File: src/rtl/mem_arb_pkg.sv
// Shared types for the unified memory port arbiter.
// Owner tags, arbiter states and the memory bus address width.
package mem_arb_pkg;

    localparam int MEM_ADDR_W = 16;

    typedef enum logic {
        OWN_CORE,
        OWN_HOST
    } owner_e;

    typedef enum logic [1:0] {
        IDLE,
        CORE,
        HOST,
        HOST_LOCKED
    } arb_state_e;

endpackage

File: src/rtl/mem_arb_rsp_pipe.sv
// Read response tracker: two-stage valid/owner shift register.
// Stage 2 lines up with memory read data arriving one cycle after the address.
module mem_arb_rsp_pipe
    import mem_arb_pkg::*;
(
    input  logic   i_clk,
    input  logic   i_rst_n,
    input  logic   i_valid,
    input  owner_e i_owner,
    output logic   o_valid,
    output owner_e o_owner
);

    logic   v1;
    owner_e own1;

    // shift the read tag toward the data return cycle
    always_ff @(posedge i_clk or negedge i_rst_n) begin
        if (!i_rst_n) begin
            v1      <= 1'b0;
            own1    <= OWN_CORE;
            o_valid <= 1'b0;
            o_owner <= OWN_CORE;
        end else begin
            v1      <= i_valid;
            own1    <= i_owner;
            o_valid <= v1;
            o_owner <= own1;
        end
    end

endmodule

File: src/rtl/mem_port_arbiter.sv
// Two-requester arbiter for the single unified memory port.
// Round-robin with bounded host burst lock and core code-region write guard.
module mem_port_arbiter
    import mem_arb_pkg::*;
#(
    parameter int ADDR_W    = 6,
    parameter int DATA_W    = 16,
    parameter int DATA_BASE = 32,
    parameter int MAX_BURST = 8
) (
    input  logic                  i_clk,
    input  logic                  i_rst_n,
    input  logic                  i_core_req,
    input  logic                  i_core_we,
    input  logic [ADDR_W-1:0]     i_core_addr,
    input  logic [DATA_W-1:0]     i_core_wdata,
    output logic                  o_core_gnt,
    output logic                  o_core_rvalid,
    output logic [DATA_W-1:0]     o_core_rdata,
    output logic                  o_core_err,
    input  logic                  i_host_req,
    input  logic                  i_host_we,
    input  logic                  i_host_lock,
    input  logic [ADDR_W-1:0]     i_host_addr,
    input  logic [DATA_W-1:0]     i_host_wdata,
    output logic                  o_host_gnt,
    output logic                  o_host_rvalid,
    output logic [DATA_W-1:0]     o_host_rdata,
    output logic [MEM_ADDR_W-1:0] o_memAddr,
    output logic [DATA_W-1:0]     o_memData,
    output logic                  o_memWrEnable,
    input  logic [DATA_W-1:0]     i_memData
);

    localparam int CNT_W = $clog2(MAX_BURST + 1);
    localparam logic [CNT_W-1:0]  BURST_MAX = CNT_W'(MAX_BURST);
    localparam logic [ADDR_W-1:0] BASE_A    = ADDR_W'(DATA_BASE);

    arb_state_e       state;
    arb_state_e       state_nxt;
    owner_e           last_owner;
    logic [CNT_W-1:0] burst_cnt;
    logic [CNT_W-1:0] burst_nxt;
    logic             core_sel;
    logic             host_sel;
    logic             locked;
    logic             core_bad;
    logic             issue;
    logic             iss_we;
    logic [ADDR_W-1:0] iss_addr;
    logic [DATA_W-1:0] iss_wdata;
    logic             rd_issue;
    owner_e           rd_owner;
    logic             rsp_valid;
    owner_e           rsp_owner;

    // pick at most one requester this cycle
    always_comb begin
        core_sel = 1'b0;
        host_sel = 1'b0;
        locked   = (state == HOST_LOCKED) && i_host_req && i_host_lock;
        if (locked && (burst_cnt < BURST_MAX)) begin
            host_sel = 1'b1;
        end else if (locked && i_core_req) begin
            core_sel = 1'b1;
        end else if (locked) begin
            host_sel = 1'b1;
        end else if (i_core_req && i_host_req) begin
            core_sel = (last_owner == OWN_HOST);
            host_sel = (last_owner == OWN_CORE);
        end else begin
            core_sel = i_core_req;
            host_sel = i_host_req;
        end
    end

    assign o_core_gnt = core_sel & i_rst_n;
    assign o_host_gnt = host_sel & i_rst_n;

    assign core_bad  = o_core_gnt & i_core_we & (i_core_addr < BASE_A);
    assign issue     = (o_core_gnt & ~core_bad) | o_host_gnt;
    assign iss_we    = host_sel ? i_host_we    : i_core_we;
    assign iss_addr  = host_sel ? i_host_addr  : i_core_addr;
    assign iss_wdata = host_sel ? i_host_wdata : i_core_wdata;
    assign rd_issue  = (o_core_gnt & ~i_core_we) | (o_host_gnt & ~i_host_we);
    assign rd_owner  = host_sel ? OWN_HOST : OWN_CORE;

    // next owner state and burst accounting
    always_comb begin
        state_nxt = IDLE;
        burst_nxt = '0;
        if (core_sel) begin
            state_nxt = CORE;
        end else if (host_sel && i_host_lock) begin
            state_nxt = HOST_LOCKED;
            if (i_core_req && (burst_cnt < BURST_MAX)) begin
                burst_nxt = burst_cnt + 1'b1;
            end else begin
                burst_nxt = burst_cnt;
            end
        end else if (host_sel) begin
            state_nxt = HOST;
        end
    end

    // arbiter FSM registers
    always_ff @(posedge i_clk or negedge i_rst_n) begin
        if (!i_rst_n) begin
            state      <= IDLE;
            last_owner <= OWN_HOST;
            burst_cnt  <= '0;
        end else begin
            state     <= state_nxt;
            burst_cnt <= burst_nxt;
            if (core_sel) begin
                last_owner <= OWN_CORE;
            end else if (host_sel) begin
                last_owner <= OWN_HOST;
            end
        end
    end

    // registered memory bus and write-guard error pulse
    always_ff @(posedge i_clk or negedge i_rst_n) begin
        if (!i_rst_n) begin
            o_memAddr     <= '0;
            o_memData     <= '0;
            o_memWrEnable <= 1'b0;
            o_core_err    <= 1'b0;
        end else begin
            o_core_err <= core_bad;
            if (issue) begin
                o_memAddr     <= {{(MEM_ADDR_W-ADDR_W){1'b0}}, iss_addr};
                o_memWrEnable <= iss_we;
                o_memData     <= iss_we ? iss_wdata : '0;
            end else begin
                o_memWrEnable <= 1'b0;
                o_memData     <= '0;
            end
        end
    end

    mem_arb_rsp_pipe u_rsp (
        .i_clk   (i_clk),
        .i_rst_n (i_rst_n),
        .i_valid (rd_issue),
        .i_owner (rd_owner),
        .o_valid (rsp_valid),
        .o_owner (rsp_owner)
    );

    assign o_core_rvalid = rsp_valid & (rsp_owner == OWN_CORE);
    assign o_host_rvalid = rsp_valid & (rsp_owner == OWN_HOST);
    assign o_core_rdata  = o_core_rvalid ? i_memData : '0;
    assign o_host_rdata  = o_host_rvalid ? i_memData : '0;

endmodule

File: config.mk
export PLATFORM = sky130hd
export DESIGN_NAME = mem_port_arbiter
export DESIGN_NICKNAME = d
export VERILOG_FILES = /design/src/rtl/mem_arb_pkg.sv /design/src/rtl/mem_arb_rsp_pipe.sv /design/src/rtl/mem_port_arbiter.sv
export SDC_FILE = /design/constraint.sdc
export NUM_CORES = 1
export LEC_CHECK = 0
export ABC_AREA = 1
export CAP_MARGIN = 25
export CELL_PAD_IN_SITES_DETAIL_PLACEMENT = 2
export CELL_PAD_IN_SITES_GLOBAL_PLACEMENT = 2
export CORE_MARGIN = 3
export CORE_UTILIZATION = 17
export CTS_BUF_LIST = sky130_fd_sc_hd__clkbuf_2
export DETAILED_ROUTE_END_ITERATION = 8
export PLACE_DENSITY_LB_ADDON = 0.2
export SYNTH_ARGS = -nofsm -noshare
export SYNTH_HDL_FRONTEND = slang
export SYNTH_SLANG_ARGS = --single-unit
File: constraint.sdc
create_clock -name i_clk -period 1.25 [get_ports i_clk]
set_input_delay 0.125 -clock i_clk [delete_from_list [all_inputs] [get_ports i_clk]]
set_output_delay 0.125 -clock i_clk [all_outputs]
set_load 0.02 [all_outputs]
# Word level (Yosys, flattened, before mapping)

Cells that the tools add are included.

Flip-flop bits (word level): 35
Bits of input ports: 67
Output and inout bits: 70
Word-level logic and storage cells: 65

Add/subtract/negate cells: 1
Magnitude comparators: 2
Equal/unequal tests: 2
Muxes and demuxes: 25
Bitwise operators: 16
Reduce and logical (&&, ||, !) cells: 8

Operator list:

| cell                                              | count |
|---|---|
| two-way mux 16 bit                                | 5 |
| two-way mux 1 bit                                 | 13 |
| two-way mux 4 bit                                 | 3 |
| AND 1 bit                                         | 9 |
| logical AND 1 bit                                 | 7 |
| less-than comparator 6 bit, second input constant | 1 |
| two-way mux 2 bit                                 | 3 |
| two-way mux 6 bit                                 | 1 |
| inverter 1 bit                                    | 5 |
| adder 4 x 1 -> 4 bit, second input constant       | 1 |
| less-than comparator 4 bit, second input constant | 1 |
| != test 3 x 2 -> 1 bit, second input constant     | 1 |
| equality test 2 bit, second input constant        | 1 |
| bitwise OR 1 bit                                  | 2 |
| nonzero test 2 bit                                | 1 |

# Longest topological paths before layout

Word-level depth: 13
Mapped depth: 11
Depth with buffers taken out: 10

# Modules after synthesis

Synthesis repeated with hierarchy kept, for this count alone.

Cell total of the unflattened synthesis: 279
Area, all modules: 2112.0 µm²

By module, submodules not included:

| module           | instances | cells an instance | area an instance (µm²) | seq. area each (µm²) |
|---|---|---|---|---|
| mem_port_arbiter | 1         | 275               | 2011.9                 | 777.0 |
| mem_arb_rsp_pipe | 1         | 4                 | 100.1                  | 100.1 |

# Worst setup path after synthesis

OpenSTA, ideal clock, no wires.

Path kind: reg2out
Start: register u_rsp.o_owner
End: output o_core_rdata[10]
Arrival: 1396 ps
Data required time: 1125 ps
Setup slack: -271 ps
Cell stages (with the launch flop): 5
Buffers on the path: 1
Cell sequence: dfrtp_1 -> nor2_1 -> inv_1 -> clkbuf_1 -> nor2_1

Cells in the longest elaborated chain, start to end: 3

RTL lines:

| element                | RTL line                | RTL |
|---|---|---|
| from (decl)            | mem_arb_rsp_pipe.sv:11  | `output owner_e o_owner` |
| from (signal assigned) | mem_arb_rsp_pipe.sv:28  | `o_owner <= own1;` |
| inverter 1 bit         | mem_port_arbiter.sv:152 | `assign o_core_rvalid = rsp_valid & (rsp_owner == OWN_CORE);` |
| AND 1 bit              | mem_port_arbiter.sv:152 |  |
| net o_core_rvalid      | mem_port_arbiter.sv:18  | `output logic o_core_rvalid,` |
| two-way mux 16 bit     | mem_port_arbiter.sv:154 | `assign o_core_rdata = o_core_rvalid ? i_memData : '0;` |
| to (decl)              | mem_port_arbiter.sv:19  | `output logic [DATA_W-1:0] o_core_rdata,` |

The timed path passes the listed nets, and every way through them passes these cells.

# Worst setup path after layout

Start: register last_owner
End: register o_memAddr[1]

Cells in the longest elaborated chain, start to end: 10
Elaborated cells between the ends (all ways): 17
Classes of those cells: mux (9); bitwise (8)

RTL lines:

| element                 | RTL line                | RTL |
|---|---|---|
| from (decl)             | mem_port_arbiter.sv:41  | `owner_e last_owner;` |
| from (signal assigned)  | mem_port_arbiter.sv:110 | `last_owner <= OWN_HOST;` |
| from (signal assigned)  | mem_port_arbiter.sv:116 | `last_owner <= OWN_CORE;` |
| from (signal assigned)  | mem_port_arbiter.sv:118 | `last_owner <= OWN_HOST;` |
| two-way mux 1 bit       | mem_port_arbiter.sv:68  | `end else if (i_core_req && i_host_req) begin` |
| two-way mux 1 bit       | mem_port_arbiter.sv:66  | `end else if (locked) begin` |
| two-way mux 1 bit       | mem_port_arbiter.sv:64  | `end else if (locked && i_core_req) begin` |
| two-way mux 1 bit       | mem_port_arbiter.sv:62  | `if (locked && (burst_cnt < BURST_MAX)) begin` |
| AND 1 bit               | mem_port_arbiter.sv:77  | `assign o_core_gnt = core_sel & i_rst_n;` |
| AND 1 bit (2 in series) | mem_port_arbiter.sv:80  | `assign core_bad = o_core_gnt & i_core_we & (i_core_addr < BASE_A);` |
| inverter 1 bit          | mem_port_arbiter.sv:81  | `assign issue = (o_core_gnt & ~core_bad) \| o_host_gnt;` |
| AND 1 bit               | mem_port_arbiter.sv:81  |  |
| bitwise OR 1 bit        | mem_port_arbiter.sv:81  |  |
| to (signal assigned)    | mem_port_arbiter.sv:133 | `o_memAddr <= {{(MEM_ADDR_W-ADDR_W){1'b0}}, iss_addr};` |
| to (decl)               | mem_port_arbiter.sv:29  | `output logic [MEM_ADDR_W-1:0] o_memAddr,` |

Several ways; a longest one is shown, not always the timed one.
A chain may end at the register's enable or synchronous reset.

==> out/qor.yml <==
p_switching_mw: 1.50
tns_ps: -16680
ys_warn_count: 0
hold_viol: 0
grt_pass1_wl_mm: 13.0
hp-class: "in2reg"
synth.distinct_cells: 30
ys_seq_area_frac: 0.420
synth_area_leaders: "dfrtp_1 41%, nand2_1 11%, inv_1 8.8%"
dp_slack_ps: -711
netlist.area_leader.share: 0.408
place_hpwl_mm: 6.27
drc: 0
avgViaCountPerCell: 4.03
grt.total_usage: 0.122
synth_top_cell_by_area: "dfrtp_1"
rows: 39
core_area_um2: 11700
dieWidth_um: 117
fin_nets: 525
cts_tree: "yes"
powerDensity_nw_per_um2: 831
gp_congestion: 0.723
drive_gt1_frac: 0.521
synth_compound_area_frac: 0.0737
dr.first_iter.drc_count: 19
clockPowerShare: 0.124
wl_mm: 8.90
fillers: 1269
period_share: 1.30
start_kind: "flop"
avgSynthCellArea_um2: 7.45
syn_inst: 280
peakVddDrop_mv: 0.346
p_comb_frac: 0.526
io_buffers: 126
synth-xor-area-share: 0.00839
diodes: 0
cellLeakagePower_nw: 2.23
final_area_um2: 4620
synth_top_family_by_area: "simple AND/OR/NAND/NOR gates"
maxCapViolations: 0
initial_core_util: 0.178
dp.cells: 568
arrival_ps: 1890
fin_crit_ps: 1630
synth-seq-cells: 35
clk-insertion-delay-late_ps: 350
crit_path_top_delay_cell: "dfstp_2"
cts_max_path_buffers: 2
overflow: 0
postPlaceCellArea_um2: 3750
setup_viol: 66
fin_ws_ps: -379
h-tree-depth: 2
grt_pass1_vias: 2622
status: "complete, but fails checks"
synthAdderAreaFrac: 0.00600
synthMuxAreaShare: 0
crit_chain: "buf_6 > inv_2 > a21oi_2 > nand2_2 > nand2_2 > nand4_1 > buf_6 > nand3_2 > nand2_1"
synth_common_cells: "62 x nand2_1, 49 x inv_1, 46 x nor2_1, 34 x dfrtp_1, 13 x nor2_2"
drv_slew: 0
cp_max_fo: 6
synth_simple_gate_area_frac: 0.311
required_ps: 1510
io_pins: 137
cp-end-kind: "flop"
critPathKind: "reg2reg"
p_int_mw: 2.35
seq_power_share: 0.350
netSwitchingFraction: 0.389
synth-main-ff-cell: "dfrtp_1"
fin_skew_ps: 16.1
power_mw: 3.84
antenna_found_initial: 0
cts-root-buf: "clkbuf_2"
yosysMostFrequentCell: "nand2_1"
violations: "negative setup slack"
syn_area_um2: 2090
rsz0062_at_grt: "yes"
routedWlPerCell_um: 14.8
postRouteAntennaNets: 0
die_area_um2: 13600
num_vias: 2416
dr.pass1.iters: 3
synthToLayoutAreaGrowth_pct: 121
die_h_um: 117
ys_async_sr_fraction: 1.00
cts_buffers: 5
grt_max_degree: 28
fin_cells: 600
synth_enable_flop_cells: 0
cts.sinks: 35
slowest_delay_ps: 600
max_freq_mhz: 614
cts.clk_slew.worst_paths_ps: 170
## per-layer routing
layer / vias to the layer above / share of wire / track usage
li1: 1173 / - / -
met1: 1154 / 0.33 / 0.123
met2: 87 / 0.58 / 0.238
met3: 2 / 0.086 / 0.0463
met4: 0 / 0.0034 / 0.0229
met5: - / 0 / 0
## stage by stage
step | hold slack (ps) | util
floorplan | -171 | -
global placement | 157 | 0.320
detailed placement | 160 | 0.320
CTS | 249 | 0.364
global route | 251 | 0.395
finish | 297 | 0.395
## critical path, delay by kind of cell, from the launching register on
| kind | cells | cell delay, ps |
|---|---|---|
| and+or+nand+nor | 5 | 450 |
| DFF | 1 | 600 |
| AOI/OAI and AO/OA | 1 | 140 |
| buffers and inverters | 3 | 350 |
## cells in the final DEF (no fill, tap or decap), types with 2 or more instances in the layout
cell | synthesis | routed
o21ai_4 | 0 | 3
conb_1 | 1 | 10
inv_2 | 1 | 4
o21ai_2 | 2 | 12
nand2_8 | 0 | 2
buf_16 | 0 | 2
o21ai_1 | 10 | 8
dfrtp_1 | 34 | 33
a21oi_2 | 0 | 4
inv_4 | 1 | 2
buf_2 | 0 | 2
nand2_2 | 4 | 14
buf_4 | 10 | 17
inv_1 | 49 | 43
buf_12 | 2 | 9
nor2_2 | 13 | 14
clkdlybuf4s50_1 | 0 | 65
nand2_4 | 3 | 13
nand3_2 | 0 | 6
buf_6 | 3 | 56
nand2_1 | 62 | 40
nor2_4 | 0 | 38
clkbuf_2 | 0 | 26
clkinv_1 | 1 | 2
nor2_1 | 46 | 7
clkbuf_16 | 0 | 3
nand4_1 | 3 | 3
clkdlybuf4s15_1 | 0 | 2
## cell families after synthesis
kind of cell    after synthesis
buf+inv                      71
flops                        35
simple gates                141
xor+xnor                      2
compound gates               29
fa+ha+maj                     1
other cells                   1
## power by group through the flow
stage	clock (mW)	combinational, mW	sequential [mW]
after floorplan	0	0.668	1.47
after global placement	0	1.47	1.35
after detailed placement	0	1.50	1.36
after CTS	0.505	1.80	1.34
after global routing	0.575	2.19	1.37
final	0.476	2.02	1.35
## registers in the layout (all words and copies together) (netlist names)
signal,flops
burst_cnt,4
last_owner,1
o_core_err,1
o_memAddr,6
o_memData,16
o_memWrEnable,1
state,2
u_rsp.o_owner,1
u_rsp.o_valid,1
u_rsp.own1,1
u_rsp.v1,1
## path summary, 6_finish.rpt
path / start / to / slack [ps] / cells past startpoint
max: last_owner / o_memAddr[1] / -380 / 9
min: i_rst_n / o_core_err / 300 / 5
max reg2reg: last_owner / o_memAddr[1] / -380 / 9
min reg2reg: u_rsp.v1 / u_rsp.o_valid / 370 / 0
max in group asynchronous: i_rst_n / state[0] / 540 / 3
min in group asynchronous: i_rst_n / o_core_err / 370 / 3
## cell type report
type / count / area, um2 / share of cell area
repair buffers: 179 / 1880 / 0.407
multi-input cells: 183 / 1420 / 0.308
flip-flops and latches: 35 / 878 / 0.190
inverters: 52 / 218 / 0.0471
well taps: 143 / 179 / 0.0387
clock buffers: 5 / 25.0 / 0.00541
repair inverters: 1 / 11.3 / 0.00244
clock inverters: 2 / 8.76 / 0.00189
## what timing repair did
action / CTS / global route
cloned: 3 / 4
endpoints found under the setup margin: 91 / 92
setup buffers: 19 / 3
hold buffers: 1 / 0
resized for setup: 344 / 119
endpoints found under the hold margin: 35 / 0
pin swaps: 25 / 25
Note: power is estimated with default switching activity, not from simulation.
